[config.mk]
export PLATFORM = sky130hd
export DESIGN_NAME = usb_tx_gen
export DESIGN_NICKNAME = d
export VERILOG_FILES = /design/src/rtl/usb_tx_gen.sv
export SDC_FILE = /design/constraint.sdc
export NUM_CORES = 1
export LEC_CHECK = 0
export ABC_AREA = 1
export ABC_CLOCK_PERIOD_IN_PS = 2260
export CAP_MARGIN = 20
export CORE_MARGIN = 3
export CORE_UTILIZATION = 40
export DETAILED_ROUTE_END_ITERATION = 12
export PLACE_DENSITY_LB_ADDON = 0.12
export SYNTH_ARGS = -nofsm -noshare
export SYNTH_HDL_FRONTEND = slang
export SYNTH_SLANG_ARGS = --single-unit
export TNS_END_PERCENT = 1
[constraint.sdc]
create_clock -name clk -period 2.26 [get_ports clk]
set_clock_uncertainty 0.1 [all_clocks]
set_input_delay 0.226 -clock clk [delete_from_list [all_inputs] [get_ports clk]]
set_output_delay 0.226 -clock clk [all_outputs]
set_load 0.005 [all_outputs]
[src/rtl/usb_tx_gen.sv]
// USB packet transmitter: SYNC, PID, optional payload with CRC16, bit stuffing,
// NRZI line coding and EOP generation, all on one clock domain.
module usb_tx_gen #(
  parameter int CLKS_PER_BIT = 8,
  parameter int MAX_PAYLOAD  = 64
) (
  input  logic       clk,
  input  logic       n_rst,
  input  logic [2:0] tx_packet,
  input  logic [6:0] tx_packet_data_size,
  input  logic [7:0] tx_packet_data,
  output logic       get_tx_packet,
  output logic       dPlus_out,
  output logic       dMinus_out,
  output logic       tx_busy,
  output logic       tx_done,
  output logic       tx_error
);

  localparam int            CW       = (CLKS_PER_BIT > 2) ? $clog2(CLKS_PER_BIT) : 1;
  localparam logic [CW-1:0] CNT_LAST = CW'(CLKS_PER_BIT - 1);
  localparam logic [CW-1:0] CNT_PRE  = CW'(CLKS_PER_BIT - 2);
  localparam logic [6:0]    MAX_SIZE = 7'(MAX_PAYLOAD);

  typedef enum logic [2:0] {
    IDLE    = 3'd0,
    SYNC    = 3'd1,
    PID     = 3'd2,
    DATA    = 3'd3,
    CRC     = 3'd4,
    EOP_SE0 = 3'd5,
    EOP_J   = 3'd6
  } state_t;

  // state_r/idx_r point at the next field bit to emit, not the one on the wire
  state_t        state_r;
  logic [CW-1:0] cnt_r;
  logic [3:0]    idx_r;
  logic [2:0]    ones_r;
  logic [15:0]   crc_r;
  logic [7:0]    pid_r;
  logic [7:0]    shift_r;
  logic [6:0]    bytes_left_r;
  logic          is_data_r;
  logic          fetch_due_r;
  logic          nrzi_r;

  logic          req_valid_s;
  logic          is_data_req_s;
  logic          wrap_s;
  logic          stuff_s;
  logic          last_s;
  logic          field_bit_s;
  logic          tx_bit_s;
  logic          line_s;
  logic [7:0]    data_byte_s;

  function automatic logic [15:0] crc16_step(input logic [15:0] c, input logic d);
    logic fb;
    fb = d ^ c[15];
    return {c[14:0], 1'b0} ^ (fb ? 16'h8005 : 16'h0000);
  endfunction

  function automatic logic [7:0] pid_of(input logic [2:0] code);
    case (code)
      3'd1:    return 8'hC3;
      3'd2:    return 8'h4B;
      3'd3:    return 8'hD2;
      3'd4:    return 8'h5A;
      3'd5:    return 8'h1E;
      default: return 8'h00;
    endcase
  endfunction

  // Request decode and selection of the next bit and its NRZI line level.
  always_comb begin
    is_data_req_s = (tx_packet == 3'd1) || (tx_packet == 3'd2);
    req_valid_s   = (tx_packet >= 3'd1) && (tx_packet <= 3'd5);
    wrap_s        = (cnt_r == CNT_LAST);
    stuff_s       = (ones_r == 3'd6);
    // a byte popped this clock is not yet in shift_r but its bit 0 is due now
    data_byte_s   = get_tx_packet ? tx_packet_data : shift_r;
    last_s        = (state_r == CRC) ? (idx_r == 4'd15) : (idx_r == 4'd7);
    case (state_r)
      SYNC:    field_bit_s = (idx_r[2:0] == 3'd7);
      PID:     field_bit_s = pid_r[idx_r[2:0]];
      DATA:    field_bit_s = data_byte_s[idx_r[2:0]];
      CRC:     field_bit_s = ~crc_r[4'd15 - idx_r];
      default: field_bit_s = 1'b1;
    endcase
    tx_bit_s = stuff_s ? 1'b0 : field_bit_s;
    line_s   = tx_bit_s ? nrzi_r : ~nrzi_r;
  end

  // Packet sequencer, bit timing, stuffing, CRC and registered line drive.
  always_ff @(posedge clk) begin
    if (!n_rst) begin
      state_r       <= IDLE;
      cnt_r         <= '0;
      idx_r         <= 4'd0;
      ones_r        <= 3'd0;
      crc_r         <= 16'hFFFF;
      pid_r         <= 8'h00;
      shift_r       <= 8'h00;
      bytes_left_r  <= 7'd0;
      is_data_r     <= 1'b0;
      fetch_due_r   <= 1'b0;
      nrzi_r        <= 1'b1;
      dPlus_out     <= 1'b1;
      dMinus_out    <= 1'b0;
      get_tx_packet <= 1'b0;
      tx_busy       <= 1'b0;
      tx_done       <= 1'b0;
      tx_error      <= 1'b0;
    end else begin
      tx_done  <= 1'b0;
      tx_error <= 1'b0;
      if (state_r == IDLE) begin
        cnt_r         <= '0;
        get_tx_packet <= 1'b0;
        fetch_due_r   <= 1'b0;
        if (req_valid_s && is_data_req_s && (tx_packet_data_size > MAX_SIZE)) begin
          tx_error   <= 1'b1;
          nrzi_r     <= 1'b1;
          dPlus_out  <= 1'b1;
          dMinus_out <= 1'b0;
        end else if (req_valid_s) begin
          // SYNC bit 0 is a 0, so the line leaves J for K on acceptance
          state_r      <= SYNC;
          idx_r        <= 4'd1;
          ones_r       <= 3'd0;
          crc_r        <= 16'hFFFF;
          pid_r        <= pid_of(tx_packet);
          is_data_r    <= is_data_req_s;
          bytes_left_r <= tx_packet_data_size;
          tx_busy      <= 1'b1;
          nrzi_r       <= 1'b0;
          dPlus_out    <= 1'b0;
          dMinus_out   <= 1'b1;
        end else begin
          nrzi_r     <= 1'b1;
          dPlus_out  <= 1'b1;
          dMinus_out <= 1'b0;
        end
      end else begin
        cnt_r         <= wrap_s ? '0 : cnt_r + 1'b1;
        get_tx_packet <= fetch_due_r && (cnt_r == CNT_PRE);
        if (get_tx_packet) begin
          shift_r     <= tx_packet_data;
          fetch_due_r <= 1'b0;
        end
        if (wrap_s) begin
          if (stuff_s) begin
            ones_r     <= 3'd0;
            nrzi_r     <= line_s;
            dPlus_out  <= line_s;
            dMinus_out <= ~line_s;
          end else begin
            case (state_r)
              SYNC, PID, DATA, CRC: begin
                ones_r     <= tx_bit_s ? ones_r + 3'd1 : 3'd0;
                nrzi_r     <= line_s;
                dPlus_out  <= line_s;
                dMinus_out <= ~line_s;
                if (state_r == DATA) begin
                  crc_r <= crc16_step(crc_r, tx_bit_s);
                end
                if (!last_s) begin
                  idx_r <= idx_r + 4'd1;
                end else begin
                  idx_r <= 4'd0;
                  case (state_r)
                    SYNC: state_r <= PID;
                    PID: begin
                      if (!is_data_r) begin
                        state_r <= EOP_SE0;
                      end else if (bytes_left_r == 7'd0) begin
                        state_r <= CRC;
                      end else begin
                        state_r     <= DATA;
                        fetch_due_r <= 1'b1;
                      end
                    end
                    DATA: begin
                      bytes_left_r <= bytes_left_r - 7'd1;
                      if (bytes_left_r == 7'd1) begin
                        state_r <= CRC;
                      end else begin
                        fetch_due_r <= 1'b1;
                      end
                    end
                    default: state_r <= EOP_SE0;
                  endcase
                end
              end
              EOP_SE0: begin
                ones_r     <= 3'd0;
                dPlus_out  <= 1'b0;
                dMinus_out <= 1'b0;
                if (idx_r == 4'd1) begin
                  state_r <= EOP_J;
                  idx_r   <= 4'd0;
                end else begin
                  idx_r <= idx_r + 4'd1;
                end
              end
              EOP_J: begin
                if (idx_r == 4'd0) begin
                  nrzi_r     <= 1'b1;
                  dPlus_out  <= 1'b1;
                  dMinus_out <= 1'b0;
                  idx_r      <= 4'd1;
                end else begin
                  state_r <= IDLE;
                  idx_r   <= 4'd0;
                  tx_busy <= 1'b0;
                  tx_done <= 1'b1;
                end
              end
              default: begin
                state_r <= IDLE;
                tx_busy <= 1'b0;
              end
            endcase
          end
        end
      end
    end
  end

endmodule

==> results of run 1 <==
[state kept, by name, summed over array words and instances, names as in the netlist]
| register | cells |
|---|---|
| bytes_left_r | 7 |
| cnt_r | 3 |
| crc_r | 16 |
| dMinus_out | 1 |
| dPlus_out | 1 |
| fetch_due_r | 1 |
| get_tx_packet | 1 |
| idx_r | 4 |
| is_data_r | 1 |
| nrzi_r | 1 |
| ones_r | 3 |
| pid_r | 7 |
| shift_r | 8 |
| state_r | 3 |
| tx_busy | 1 |
| tx_done | 1 |
| tx_error | 1 |
[worst max-delay path: cells and delay by family, from the launching register on]
kind / cells / cell delay, ns
fa+ha+maj: 1 / 0.20
flops: 1 / 0.35
simple gates: 6 / 0.67
compound gates: 2 / 0.23
buf+inv: 4 / 0.42
[placed cells by master, fill, tap and decap left out, types with 4 or more instances in the layout]
master / instances
o21ai_0: 32
nand2_1: 131
a31o_2: 4
inv_1: 45
nand4_1: 5
clkdlybuf4s50_1: 25
clkbuf_8: 9
o211ai_1: 9
inv_2: 8
ha_1: 12
a31oi_1: 5
nand3_1: 35
a21oi_1: 40
dfxtp_1: 59
nor2_1: 44
o21ai_1: 11
buf_4: 15
nand2_4: 5
[where the power goes]
group	internal, mW	switching [mW]
combinational	0.810	1.50
clock	0.509	0.448
sequential	1.32	0.223
[metrics by stage]
step / setup slack (ns) / util / area (sq um)
2_1_floorplan: 0.483 / - / 3370
3_3_place_gp: 0.115 / 0.471 / 3750
3_5_place_dp: 0.0256 / 0.471 / 3750
4_1_cts: 0.204 / 0.495 / 3940
5_1_grt: 0.0347 / 0.495 / 3950
6_report: 0.218 / 0.495 / 3950
[synth_stat cells (all sizes together) (4+ instances only)]
library cell	n	area (sq um)
a21oi	42	218
a31o	4	35.0
a31oi	5	31.3
buf	11	81.3
clkbuf	7	26.3
dfxtp	60	1200
ha	12	150
inv	56	218
nand2	137	554
nand3	36	185
nand4	5	31.3
nor2	49	206
o211ai	10	80.1
o21ai	43	215
[routing by layer]
metal  track usage  wire length (um)
met1         0.263              4240
met2         0.311              4010
met3        0.0543               502
met4        0.0607               151
met5             0                 0
[logic make-up (layout without fill, tap and decap cells)]
group	after synthesis	in the layout
adder cells (fa/ha/maj)	12	12
AO/OA/AOI/OAI	112	112
XOR/XNOR	4	4
AND/OR/NAND/NOR	232	232
buffers and inverters	76	114
flip-flops	60	60
[worst paths after layout]
path                                   endpoint  cells past startpoint  startpoint  slack, ns
worst max-delay path            bytes_left_r[3]                     13   ones_r[0]       0.22
worst min-delay path                   cnt_r[0]                      1    cnt_r[0]       0.35
worst max register to register  bytes_left_r[3]                     13   ones_r[0]       0.22
worst min register to register         cnt_r[0]                      1    cnt_r[0]       0.35
[layout make-up]
cell class	count	share of cell area
clock buffer	10	0.0324
clock inverter	6	0.0165
inverter	58	0.0571
multi-input combinational	360	0.465
sequential	60	0.305
tap	102	0.0324
timing repair buffer	40	0.0920
==> run summary, run 1 <==
Status -> finished, final reports clean
Share of layout cells above drive strength 1 -> 0.116
Number of flops mapped to enable cells by yosys -> 0
Longest Clk Path Bufs -> 2
RD Place Congestion -> 0.948
Diode count -> 0
Die height -> 97.8 um
Synth-to-Final Area Change -> 17.1%
Post-synthesis net count -> 528
CP required -> 2.42 ns
Post-layout power -> 4.81 mW
RSZ-0062 raised after global routing -> no
First-pass GRT wire length -> 15200 um
Leak -> 1.77 nW
Maxcap violations -> 0
Maximum number of pins on one net before global-route repair -> 31
Slew Viols, Final -> 0
Initial core utilization -> 0.423
Synth Cell Area -> 3370 sq um
Post-Synth Simple-Gate Area -> 0.300
Max Freq -> 490 MHz
Final nets -> 561
Compound-Gate Fraction of Synth Area -> 0.190
Clk root buf -> clkbuf_8
GRT overflow -> 0
GRT Total Usage -> 0.197
FF/Latch Area -> 1200 sq um
Slowest cell on crit path -> dfxtp_1
Hold_buf cts -> 0
Power per standard cell area -> 1220 nW/um^2
Area occupied by multi-input gates -> 1830 sq um
Num ports -> 26
# fillers -> 836
Finish-stage setup viols -> 0
Final WL -> 8900 um
Crit path kind -> register to register
Vias in the first global route -> 3177
# H-tree levels -> 3
IO Port Bufs -> 25
Crit Path Max Fanout -> 10
Via density -> 5.19
Hold Violations, Final -> 0
Initial antenna violation count -> 0
Row cnt -> 32
Max incr delay on CP -> 0.35 ns
FF+latch count, synth -> 60
Yosys cell types -> 37
CP startpoint kind -> register
Worst-Skew Late Latency -> 0.34 ns
Post-CTS Setup Bufs -> 0
Die Area -> 9560 sq um
Via count -> 3298
Initial DRC Count -> 197
Antenna Violating Nets Remaining -> 0
Post-Synth XOR/XNOR Area -> 0.0104
TritonCTS clock tree -> done
Adder-Cell Fraction of Synth Area -> 0.0446
Setup tns final -> 0 ns
Post-CTS Resized -> 0
Mean post-synth cell area -> 6.79 sq um
Critical-path cell list -> inv_1, ha_1, nand2_2, inv_1, nor2_1, nand2_1, nand2_4, nand2_4, inv_4, nand2_4, inv_4, o21ai_1, a31oi_1
DRC -> 0
Post-DP HPWL -> 6660 um
Largest family of logic cells by synthesized area -> simple AND/OR/NAND/NOR gates
Core ar. -> 7970 sq um
Critical path endpoint category -> register
Mux contribution to synthesized area -> 0
Min Hold Slack -> 0.346 ns
Pin slew with the least headroom to its limit -> 0.435 ns
Max VDD drop -> 0.545 mV
TritonCTS buffer count -> 9
WP data arrival -> 2.20 ns
Post-route insts no fill -> 636
Min Tclk post-route -> 2.04 ns
Cells after DPL -> 620
Post-Synthesis Cells -> 496
Sink Count -> 60
Main flop type after synthesis -> dfxtp_1
Die Wd -> 97.8 um
Hold Crit Class -> register to register
DRT Pass-1 Iters -> 6
Max_slew headroom -> 0.710
Async S/R FF share, synth -> 0
Final Cycle Share -> 0.904
Sequential area share after synthesis -> 0.357
Clock Pin Slew Worst Setup and Hold Paths -> 0.07 ns
Crit path top cell by count -> nand2_4
Synthesis Warnings -> 0
Drt wl/cell -> 14.0 um
Note: power is estimated with default switching activity, not from simulation.
==> run 2, diff against run 1 <==
--- a/config.mk
+++ b/config.mk
@@ -7,11 +7,10 @@
 export LEC_CHECK = 0
 export ABC_AREA = 1
 export ABC_CLOCK_PERIOD_IN_PS = 2260
-export CAP_MARGIN = 20
-export CORE_MARGIN = 3
 export CORE_UTILIZATION = 40
 export DETAILED_ROUTE_END_ITERATION = 12
 export PLACE_DENSITY_LB_ADDON = 0.12
+export REMOVE_ABC_BUFFERS = 1
 export SYNTH_ARGS = -nofsm -noshare
 export SYNTH_HDL_FRONTEND = slang
 export SYNTH_SLANG_ARGS = --single-unit
==> run summary, run 2 (synthesis results as in run 1) <==
Clock Pin Slew Worst Setup and Hold Paths -> 0.07 ns
Post-layout power -> 5.02 mW
RD Place Congestion -> 0.843
Diode count -> 0
GRT Total Usage -> 0.210
Post-Place Setup Slack -> 0.0820 ns
CP required -> 2.42 ns
Max_slew headroom -> 0.687
Maxcap violations -> 0
Hold Violations, Final -> 0
Finish-stage setup viols -> 0
Largest delay share family, worst path -> simple AND/OR/NAND/NOR gates
Die height -> 93.8 um
TritonCTS clock tree -> done
Max VDD drop -> 0.501 mV
Met2 WL -> 3820 um
Most frequent cells in the layout -> 131 x nand2_1, 58 x dfxtp_1, 45 x inv_1, 44 x nor2_1, 40 x a21oi_1
# fillers -> 841
CP startpoint kind -> register
Crit path top cell by count -> nand2_4
Worst-Skew Late Latency -> 0.35 ns
Status -> finished, final reports clean
Max FFs per register -> 16
GRT overflow -> 0
Initial antenna violation count -> 0
Vias in the first global route -> 2981
Hold_buf cts -> 0
Die Area -> 8790 sq um
IO Port Bufs -> 25
Clk root buf -> clkbuf_8
Leak -> 1.77 nW
Num ports -> 26
Die Wd -> 93.8 um
Registers with the most flip-flops -> crc_r x16, shift_r x8
Via density -> 5.07
First-pass GRT wire length -> 14300 um
Maximum number of pins on one net before global-route repair -> 31
Top Layer Used -> met4
Crit path buf inv count -> 4
Antenna Violating Nets Remaining -> 0
Top reg by flops -> crc_r
RSZ-0062 raised after global routing -> no
Initial core utilization -> 0.412
Slowest cell on crit path -> dfxtp_1
Min Tclk post-route -> 2.06 ns
TritonCTS buffer count -> 9
Slew Viols, Final -> 0
Final WL -> 8380 um
Metal-1 WL -> 4200 um
Synth-to-Final Area Change -> 18.0%
Setup tns final -> 0 ns
Drt wl/cell -> 13.2 um
Max incr delay on CP -> 0.35 ns
Longest Clk Path Bufs -> 2
WP data arrival -> 2.23 ns
Setup slack after layout -> 0.195 ns
Final Cell Area -> 3980 sq um
# H-tree levels -> 3
Critical-path cell list -> inv_1, ha_1, nand2_2, inv_1, nor2_1, nand2_1, nand2_4, nand2_4, inv_6, nand2_4, inv_4, o21ai_1, a31oi_1
Sink Count -> 60
DRT Pass-1 Iters -> 4
Final Cycle Share -> 0.914
DR WL met3 -> 223 um
Share of layout cells above drive strength 1 -> 0.112
DRC -> 0
Placed cell area -> 3720 sq um
Critical path endpoint category -> register
Hold Crit Class -> register to register
Initial DRC Count -> 138
Power per standard cell area -> 1260 nW/um^2
Crit Path Max Fanout -> 11
Crit path kind -> register to register
Pin slew with the least headroom to its limit -> 0.468 ns
Final nets -> 556
Core ar. -> 8180 sq um
Commonest non-fill, non-tap cell in the layout -> nand2_1
Post-CTS Resized -> 0
Via count -> 3213
Row cnt -> 33
Post-DP HPWL -> 6080 um
Max Freq -> 484 MHz
Post-CTS Setup Bufs -> 0
Worst R2R Setup Slack -> 0.20 ns
-- run 2: cell types whose count changed in the layout (fill, tap and decap cells not counted), sizes merged --
cell	change
clkinv	-2
bufinv	+2
buf	-5
-- run 2: routing by layer --
layer  track usage  vias up
li1              -     1689
met1         0.274     1474
met2         0.340       38
met3        0.0332       12
met4        0.0936        0
met5             0        -
-- run 2: path summary, 6_finish.rpt --
path         depth (start not counted)              end  startpoint
max                                 13  bytes_left_r[5]   ones_r[0]
min                                  1         cnt_r[0]    cnt_r[0]
max reg2reg                         13  bytes_left_r[5]   ones_r[0]
min reg2reg                          1         cnt_r[0]    cnt_r[0]
-- run 2: through the flow --
step	utilization	std cells	hold WS (ns)
global route	0.486	634	0.385
global placement	0.455	618	0.335
finish	0.486	634	0.353
CTS	0.485	634	0.352
floorplan	-	478	0.225
detailed placement	0.455	618	0.341
-- run 2: worst register-to-register path: stages (launching register included) --
cell,delay (ns)
dfxtp_1,0.35
inv_1,0.06
ha_1,0.21
nand2_2,0.15
inv_1,0.12
nor2_1,0.13
nand2_1,0.10
nand2_4,0.11
nand2_4,0.11
inv_6,0.13
nand2_4,0.08
inv_4,0.10
o21ai_1,0.07
a31oi_1,0.16
-- run 2: final cells by class --
type                            instances  area, sq um  share of cell area
Inverter                               58          228              0.0573
Clock buffer                           10          138              0.0346
Timing Repair Buffer                   35          329              0.0828
Clock inverter                          6          111              0.0280
Multi-Input combinational cell        360         1830               0.461
Tap cell                              105          131              0.0331
Sequential cell                        60         1200               0.303
-- run 2: power by group --
part	switching, mW	total, mW	internal, mW
Combinational	1.47	2.24	0.779
Sequential	0.233	1.56	1.32
Clock	0.451	1.21	0.762
Total	2.15	5.02	2.87
